--- config.mk ---
export PLATFORM = sky130hd
export DESIGN_NAME = toggle_monitor_flat
export DESIGN_NICKNAME = d
export VERILOG_FILES = /design/src/rtl/toggle_monitor_if.sv /design/src/rtl/toggle_monitor.sv /design/src/flat_wrapper.sv
export SDC_FILE = /design/constraint.sdc
export NUM_CORES = 1
export LEC_CHECK = 0
export ABC_AREA = 1
export BUFFER_PORTS_ARGS = -buffer_cell sky130_fd_sc_hd__buf_4
export CAP_MARGIN = 40
export CORE_AREA = 2 2 53 55
export CTS_BUF_LIST = sky130_fd_sc_hd__clkbuf_4
export DETAILED_ROUTE_END_ITERATION = 12
export DIE_AREA = 0 0 55 57
export GPL_TIMING_DRIVEN = 0
export PLACE_DENSITY = 0.81
export SYNTH_ARGS = -nofsm -noshare
export SYNTH_HDL_FRONTEND = slang
export SYNTH_SLANG_ARGS = --single-unit
--- constraint.sdc ---
create_clock -name clk -period 1.8 [get_ports clk]
set_clock_uncertainty 0.2 [all_clocks]
set_input_delay 0.18 -clock clk [delete_from_list [all_inputs] [get_ports clk]]
set_output_delay 0.18 -clock clk [all_outputs]
set_load 0.02 [all_outputs]
--- src/rtl/toggle_monitor_if.sv ---
// toggle_monitor_if: reader snapshot handshake between a reader and toggle_monitor.
interface toggle_monitor_if #(parameter int CNT_W = 8);
  logic             rd_req;
  logic             rd_ack;
  logic [CNT_W-1:0] rd_data;
  modport master (output rd_req, input rd_ack, rd_data);
  modport slave  (input rd_req, output rd_ack, rd_data);
endinterface

--- src/rtl/toggle_monitor.sv ---
// toggle_monitor: synchronises t_latch q, counts toggles, flags stalls, serves count snapshots.
module toggle_monitor #(
  parameter int CNT_W   = 8,
  parameter int TIMEOUT = 16
) (
  input  logic            clk,
  input  logic            rst,
  input  logic            q_in,
  input  logic            clear,
  toggle_monitor_if.slave rd,
  output logic            rise,
  output logic            fall,
  output logic            sat,
  output logic            stall
);
  localparam int TW = $clog2(TIMEOUT + 1);
  localparam logic [0:0] IDLE = 1'b0;
  localparam logic [0:0] ACK  = 1'b1;
  logic             s1_q, s2_q, s3_q, ev;
  logic [CNT_W-1:0] cnt_q, cnt_d, snap_q, snap_d;
  logic             sat_q, sat_d, stall_q, stall_d;
  logic [TW-1:0]    tmr_q, tmr_d;
  logic [0:0]       st_q, st_d;
  assign rise       = s2_q & ~s3_q;
  assign fall       = ~s2_q & s3_q;
  assign sat        = sat_q;
  assign stall      = stall_q;
  assign rd.rd_ack  = st_q;
  assign rd.rd_data = snap_q;
  // clear outranks a coincident edge, so the count restarts at 0 rather than 1
  always_comb begin
    ev      = rise | fall;
    cnt_d   = clear ? '0 : (ev && !(&cnt_q)) ? cnt_q + 1'b1 : cnt_q;
    sat_d   = clear ? 1'b0 : sat_q | (&cnt_d);
    tmr_d   = (clear || ev) ? '0 : (tmr_q == TW'(TIMEOUT)) ? tmr_q : tmr_q + 1'b1;
    stall_d = tmr_d == TW'(TIMEOUT);
    st_d    = rd.rd_req ? ACK : IDLE;
    snap_d  = (st_q == IDLE && rd.rd_req) ? cnt_q : snap_q;
  end
  always_ff @(posedge clk or posedge rst) begin
    if (rst) begin
      s1_q    <= 1'b0;
      s2_q    <= 1'b0;
      s3_q    <= 1'b0;
      cnt_q   <= '0;
      sat_q   <= 1'b0;
      tmr_q   <= '0;
      stall_q <= 1'b0;
      st_q    <= IDLE;
      snap_q  <= '0;
    end else begin
      s1_q    <= q_in;
      s2_q    <= s1_q;
      s3_q    <= s2_q;
      cnt_q   <= cnt_d;
      sat_q   <= sat_d;
      tmr_q   <= tmr_d;
      stall_q <= stall_d;
      st_q    <= st_d;
      snap_q  <= snap_d;
    end
  end
endmodule

--- src/flat_wrapper.sv ---
// flat-port wrapper written by rule: the top's interface ports become plain ports
module toggle_monitor_flat 
#(
  parameter int CNT_W   = 8,
  parameter int TIMEOUT = 16
)
  (clk, rst, q_in, clear, rise, fall, sat, stall, rd_rd_req, rd_rd_ack, rd_rd_data);
  toggle_monitor_if #(.CNT_W(CNT_W)) rd_i ();
  input  logic clk;
  input  logic rst;
  input  logic q_in;
  input  logic clear;
  output logic rise;
  output logic fall;
  output logic sat;
  output logic stall;
  input wire logic [$bits(rd_i.rd_req)-1:0] rd_rd_req;
  output wire logic [$bits(rd_i.rd_ack)-1:0] rd_rd_ack;
  output wire logic [$bits(rd_i.rd_data)-1:0] rd_rd_data;
  assign rd_i.rd_req = rd_rd_req;
  assign rd_rd_ack = rd_i.rd_ack;
  assign rd_rd_data = rd_i.rd_data;
  toggle_monitor #(.CNT_W(CNT_W), .TIMEOUT(TIMEOUT)) u_core (.clk(clk), .rst(rst), .q_in(q_in), .clear(clear), .rd(rd_i), .rise(rise), .fall(fall), .sat(sat), .stall(stall));
endmodule
# --- Word level (Yosys, flattened, before mapping) ---
# Cells that the tools add are included.
classes:
  eq_ne: 2
  muxes: 6
  bitwise_logic: 7
  addsub: 2
  n_reduce_logical: 6
op_table:
  columns: ["operator", "count"]
  rows:
  - ["$mux W8", 2]
  - ["$reduce_and A8 Y1", 2]
  - ["$eq A5 B5 Y1 const B", 2]
  - ["$mux W5", 2]
  - ["$add A8 B1 Y8 const B", 1]
  - ["$add A5 B1 Y5 const B", 1]
  - ["$not A1 Y1", 3]
  - ["$and A1 B1 Y1", 2]
  - ["$logic_and A1 B1 Y1", 2]
  - ["$mux W1", 2]
  - ["$or A1 B1 Y1", 2]
  - ["$logic_not A1 Y1", 1]
  - ["$logic_or A1 B1 Y1", 1]
word_totals:
  out_inout_bits: 13
  wordCells: 32
  register_bits: 27

# --- Logic depth before layout (Yosys ltp) ---
logic_depth:
  ltp_word: 9
  ltp_mapped: 12
  ltp_nobuf: 12

# --- Worst setup path after synthesis ---
# OpenSTA, ideal clock, no wires.
synth_path:
  kind: "flip-flop to flip-flop"
  start: "reg u_core.s3_q"
  end: "reg u_core.sat_q (netlist: u_core.sat)"
  synth_period_minus_slack_ps: 1796
  n_path_buf: 0
  arrival_ps: 1523
  path_slack_ps: 4
  path_stages_with_launch: 12
  cell_sequence: "dfrtp_1 > inv_1 > ha_1 > inv_1 > nand4_1 > nor2_1 > a21oi_1 > nor2_1 > nand2_1 > nor2_1 > nand2_1 > a21oi_2"
synth_via:
  elab_chain_cells: 9
  word_cells_on_any_way: 10
  cone_classes: "mux (3); bitwise (5); reduce/logical (2)"
synth_lines:
  columns: ["item", "line", "text"]
  rows:
  - ["from (decl)", "toggle_monitor.sv:19", "logic s1_q, s2_q, s3_q, ev;"]
  - ["from (signal assigned)", "toggle_monitor.sv:54", "s3_q <= s2_q;"]
  - ["$not A1 Y1", "toggle_monitor.sv:24", "assign rise = s2_q & ~s3_q;"]
  - ["$and A1 B1 Y1", "toggle_monitor.sv:24", null]
  - ["$or A1 B1 Y1 (*)", "toggle_monitor.sv:32", "ev = rise | fall;"]
  - ["$logic_and A1 B1 Y1 (*)", "toggle_monitor.sv:33", "cnt_d = clear ? '0 : (ev && !(&cnt_q)) ? cnt_q + 1'b1 : cnt_q;"]
  - ["$mux W8 (*) (2 in a row)", "toggle_monitor.sv:33", null]
  - ["via u_core.cnt_d[5]", "toggle_monitor.sv:20", "logic [CNT_W-1:0] cnt_q, cnt_d, snap_q, snap_d;"]
  - ["$reduce_and A8 Y1 (*)", "toggle_monitor.sv:34", "sat_d = clear ? 1'b0 : sat_q | (&cnt_d);"]
  - ["$or A1 B1 Y1 (*)", "toggle_monitor.sv:34", null]
  - ["$mux W1 (*)", "toggle_monitor.sv:34", null]
  - ["via u_core.sat_d", "toggle_monitor.sv:21", "logic sat_q, sat_d, stall_q, stall_d;"]
  - ["to (signal assigned)", "toggle_monitor.sv:56", "sat_q <= sat_d;"]
  - ["to (decl)", "toggle_monitor.sv:21", null]
# The timed path passes the listed nets; every way through them passes the cells marked *.
# A chain may end at the register's enable or synchronous reset.

# --- Worst setup path after layout ---
layout_path:
  start: "reg u_core.cnt_q[0]"
  end: "reg u_core.sat_q (netlist: u_core.sat)"
layout_via:
  elab_chain_cells: 8
  word_cells_on_any_way: 9
  cone_classes: "add/sub (1); mux (3); bitwise (1); reduce/logical (4)"
layout_lines:
  columns: ["item", "line", "text"]
  rows:
  - ["from (decl)", "toggle_monitor.sv:20", null]
  - ["from (signal assigned)", "toggle_monitor.sv:55", "cnt_q <= cnt_d;"]
  - ["parallel branches: the longest is 3 deep, another holds $add A8 B1 Y8", null, null]
  - ["$mux W8 (*) (2 in a row)", "toggle_monitor.sv:33", null]
  - ["via u_core.cnt_d[1]", "toggle_monitor.sv:20", null]
  - ["$reduce_and A8 Y1 (*)", "toggle_monitor.sv:34", null]
  - ["$or A1 B1 Y1 (*)", "toggle_monitor.sv:34", null]
  - ["$mux W1 (*)", "toggle_monitor.sv:34", null]
  - ["via u_core.sat_d", "toggle_monitor.sv:21", null]
# Mark *: on every way through the listed nets, which the timed path passes.

==> summary.md <==
• crit path time final: 1880 ps
• actual slew at the worst max-slew pin: 391 ps
• wire length of the first global-routing pass: 4.52 mm
• number of clock sinks: 27
• Syn. warnings: 0
• DRC violation total after the first TritonRoute iteration: 30
• IO Port Bufs: 17
• largest fanout of any net on the critical path: 4
• area growth from synthesis to layout: 27.4%
• overall routed net length: 2.80 mm
• Post-Layout Inst Area: 0.00166 mm^2
• biggest cell delay along the critical path: 410 ps
• crit end category: flop
• synthesis-stage register bit count: 27
• top post-synthesis cells by count: sky130_fd_sc_hd__nand2_1, sky130_fd_sc_hd__dfrtp_1, sky130_fd_sc_hd__inv_1
• worst-case setup slack after placement: -252 ps
• placed wire-length estimate after detailed placement: 2.02 mm
• TritonCTS clock tree: built
• via count of the routed design: 1,119
• critical path class: flop to flop
• Syn Nets: 160
• cts bufs inserted: 3
• Post-synth EDFFs: 0
• met1 Track Usage GR: 23.6%
• H-tree lvl count: 1
• master cell of the clock root buffer: sky130_fd_sc_hd__clkbuf_4
• Hold Path Class: primary input to asynchronous set/reset pin
• remaining routing DRC violations: 0
• summed instance area of the synthesized netlist: 0.00130 mm^2
• Most Crowded Layer GR: met2
• leading cell type by number of instances after synthesis: sky130_fd_sc_hd__nand2_1
• fraction of final layout cells with drive strength greater than 1: 27.2%
• Max-Cap Viols: 0
• unrepaired setup endpoints after global routing: yes
• final-report hold violation count: 0
• run status: finished with violations
• met2 Usage GRT: 33.5%
• initial antenna violation count: 0
• total instance count after detailed placement: 199
• Die Width: 55 um
• GP Congestion: 0.896
• synthesized area per cell: 8.67 um^2
• number of standard-cell rows in the floorplan: 19
• placed cell areas: 0.00149 mm^2
• count of endpoints failing setup in the final report: 2
• max_slew headroom: 73.9%
• type of element launching the critical path: flop
• total of fill cells in the finished design: 211
• IO Count: 18
• length of the first detailed-routing pass in iterations: 4
• insertion delay of the later-clocked pin in the worst-skew pair: 330 ps
• static leakage: 0.842 nW
• starting utilization of the core area: 49.7%
• most frequently used flop master after synthesis: sky130_fd_sc_hd__dfrtp_1
• maximum clock frequency: 533 MHz
• via count of the first global-routing pass: 1,087
• final antenna diode count: 0
• die height: 57 um
• average detailed-routed wire length per instance: 13.0 um
• worst slack on hold paths: 175 ps
• Remaining Overflow, GRT: 0
• clock-pin transition on the worst setup and hold timing paths: 140 ps
• largest cells by area after synthesis: sky130_fd_sc_hd__dfrtp_1, sky130_fd_sc_hd__nand2_1, sky130_fd_sc_hd__inv_1
• library cell with the largest summed area after synthesis: sky130_fd_sc_hd__dfrtp_1
• sequential cell area fraction in the yosys report: 52.0%
• library cell appearing most often on the critical path: sky130_fd_sc_hd__nor2_1
• Syn Inst Count: 150
• sum of negative setup slack: -121 ps
• footprint of the multi-input gates: 557 um^2
• final std cells w/o fill: 215
• global routing usage summed across all routing layers: 19.7%
• final setup margin: -76.9 ps
• Global Route met3 Usage: 3.14%
• Max Buffers Root-to-Sink: 2
• power density of the placed cells: 695 mW/mm^2
• Via density: 5.20
• Synth top area share: 52.0%
• number of distinct standard cells referenced by the synthesized netlist: 22
• data arrival time of the worst path: 1950 ps
• area taken by flip-flops and latches: 676 um^2
• worst voltage drop across the vdd grid: 0.522 mV
• worst-path cell chain: ha_1, nand2_2, nor2_2, a21oi_2, nor2_1, nor2_1, nand2_1, nor2_1, nand2_1, a21oi_2
• Net count, final: 195
• Data required, critical path: 1870 ps
• maximum number of pins on one net before global-route repair: 21
• slowest stage cell, crit path: sky130_fd_sc_hd__dfrtp_1
• area of the core region: 0.00262 mm^2
• violated checks: setup timing
• area of the die: 0.00314 mm^2
• post-route fraction of the period consumed by the critical path: 104%
• number of pins with negative max-slew slack in the final report: 0
• share of synthesized registers carrying an async set or reset: 100%
• residual antenna-violating net count after detailed routing: 0
## worst paths after layout
kind | cells past startpoint | end | slack, ps | start
min in group clk | 0 | u_core.s2_q | 170 | u_core.s1_q
max reg2reg | 10 | u_core.sat | -80 | u_core.cnt_q[0]
min reg2reg | 0 | u_core.s2_q | 170 | u_core.s1_q
max | 10 | u_core.sat | -80 | u_core.cnt_q[0]
min | 3 | u_core.tmr_q[0] | 170 | rst
max in group asynchronous | 4 | u_core.cnt_q[5] | 800 | rst
## where the power goes
group          switching (mW)  internal, mW
registers              0.0217         0.638
logic                   0.117        0.0967
clock network           0.176         0.102
total                   0.315         0.837
## cell usage in the layout, fill, tap and decap left out, types with 3 or more instances in the layout
cell                            instances
sky130_fd_sc_hd__a21oi_2                3
sky130_fd_sc_hd__inv_1                 22
sky130_fd_sc_hd__nand3_1               10
sky130_fd_sc_hd__nor2_1                12
sky130_fd_sc_hd__buf_4                 25
sky130_fd_sc_hd__nand2_1               30
sky130_fd_sc_hd__a21oi_1                7
sky130_fd_sc_hd__mux2_2                 3
sky130_fd_sc_hd__dfrtp_1               27
sky130_fd_sc_hd__clkbuf_4               4
sky130_fd_sc_hd__o21ai_0                9
sky130_fd_sc_hd__ha_1                   4
sky130_fd_sc_hd__dlygate4sd3_1          4
sky130_fd_sc_hd__nor2_2                 5
## metrics by stage
stage	utilization, %	power, mW
2_1_floorplan	-	0.773
3_3_place_gp	56.1	0.825
3_5_place_dp	57.1	0.844
4_1_cts	62.7	1.16
5_1_grt	63.3	1.22
6_report	63.3	1.15
## registers in the layout, indices dropped and copies added (netlist names)
register,count
u_core.cnt_q,8
u_core.rd.rd_data,8
u_core.tmr_q,5
u_core.rd.rd_ack,1
u_core.s1_q,1
u_core.s2_q,1
u_core.s3_q,1
u_core.sat,1
u_core.stall,1
## worst max-delay path, delay by kind of cell, from the launching register on
| kind | cells | cell delay [ps] |
|---|---|---|
| adders and majority gates | 1 | 230 |
| AOI/OAI and AO/OA | 2 | 330 |
| and+or+nand+nor | 7 | 640 |
| DFF | 1 | 410 |
## cells by family (layout without fill, tap and decap cells)
group                      Yosys count  count (layout)  synth area share (%)
buffers and inverters               26              60                  7.51
muxes                                3               3                  2.60
DFF                                 27              27                  52.0
adders and majority gates            5               5                  4.81
AOI/OAI and AO/OA                   20              20                  8.18
and+or+nand+nor                     67              67                  23.6
xor gates and xnor gates             2               2                  1.35
## final cells by class
| cell class | count | share of cell area, % |
|---|---|---|
| repair buffers | 30 | 15.4 |
| flip-flops and latches | 27 | 40.8 |
| clock buffers | 4 | 1.81 |
| inverters | 25 | 5.82 |
| plain buffers | 1 | 0.227 |
| multi-input cells | 97 | 33.6 |
| well taps | 31 | 2.34 |
## repair_timing
item | 4_1_cts | 5_1_grt
endpoints found under the hold margin | 33 | 0
hold buffers | 4 | 0
setup endpoints to repair | 2 | 2
resized for setup | 7 | 3
buffers inserted | 7 | 1
pin swaps | 2 | 2
## metal layers
layer / up-vias / wire length, um
li1: 545 / -
met5: - / 0
met1: 538 / 1150
met2: 29 / 1470
met4: 0 / 74
met3: 7 / 102
No activity file was read; power rests on OpenSTA's default activity.
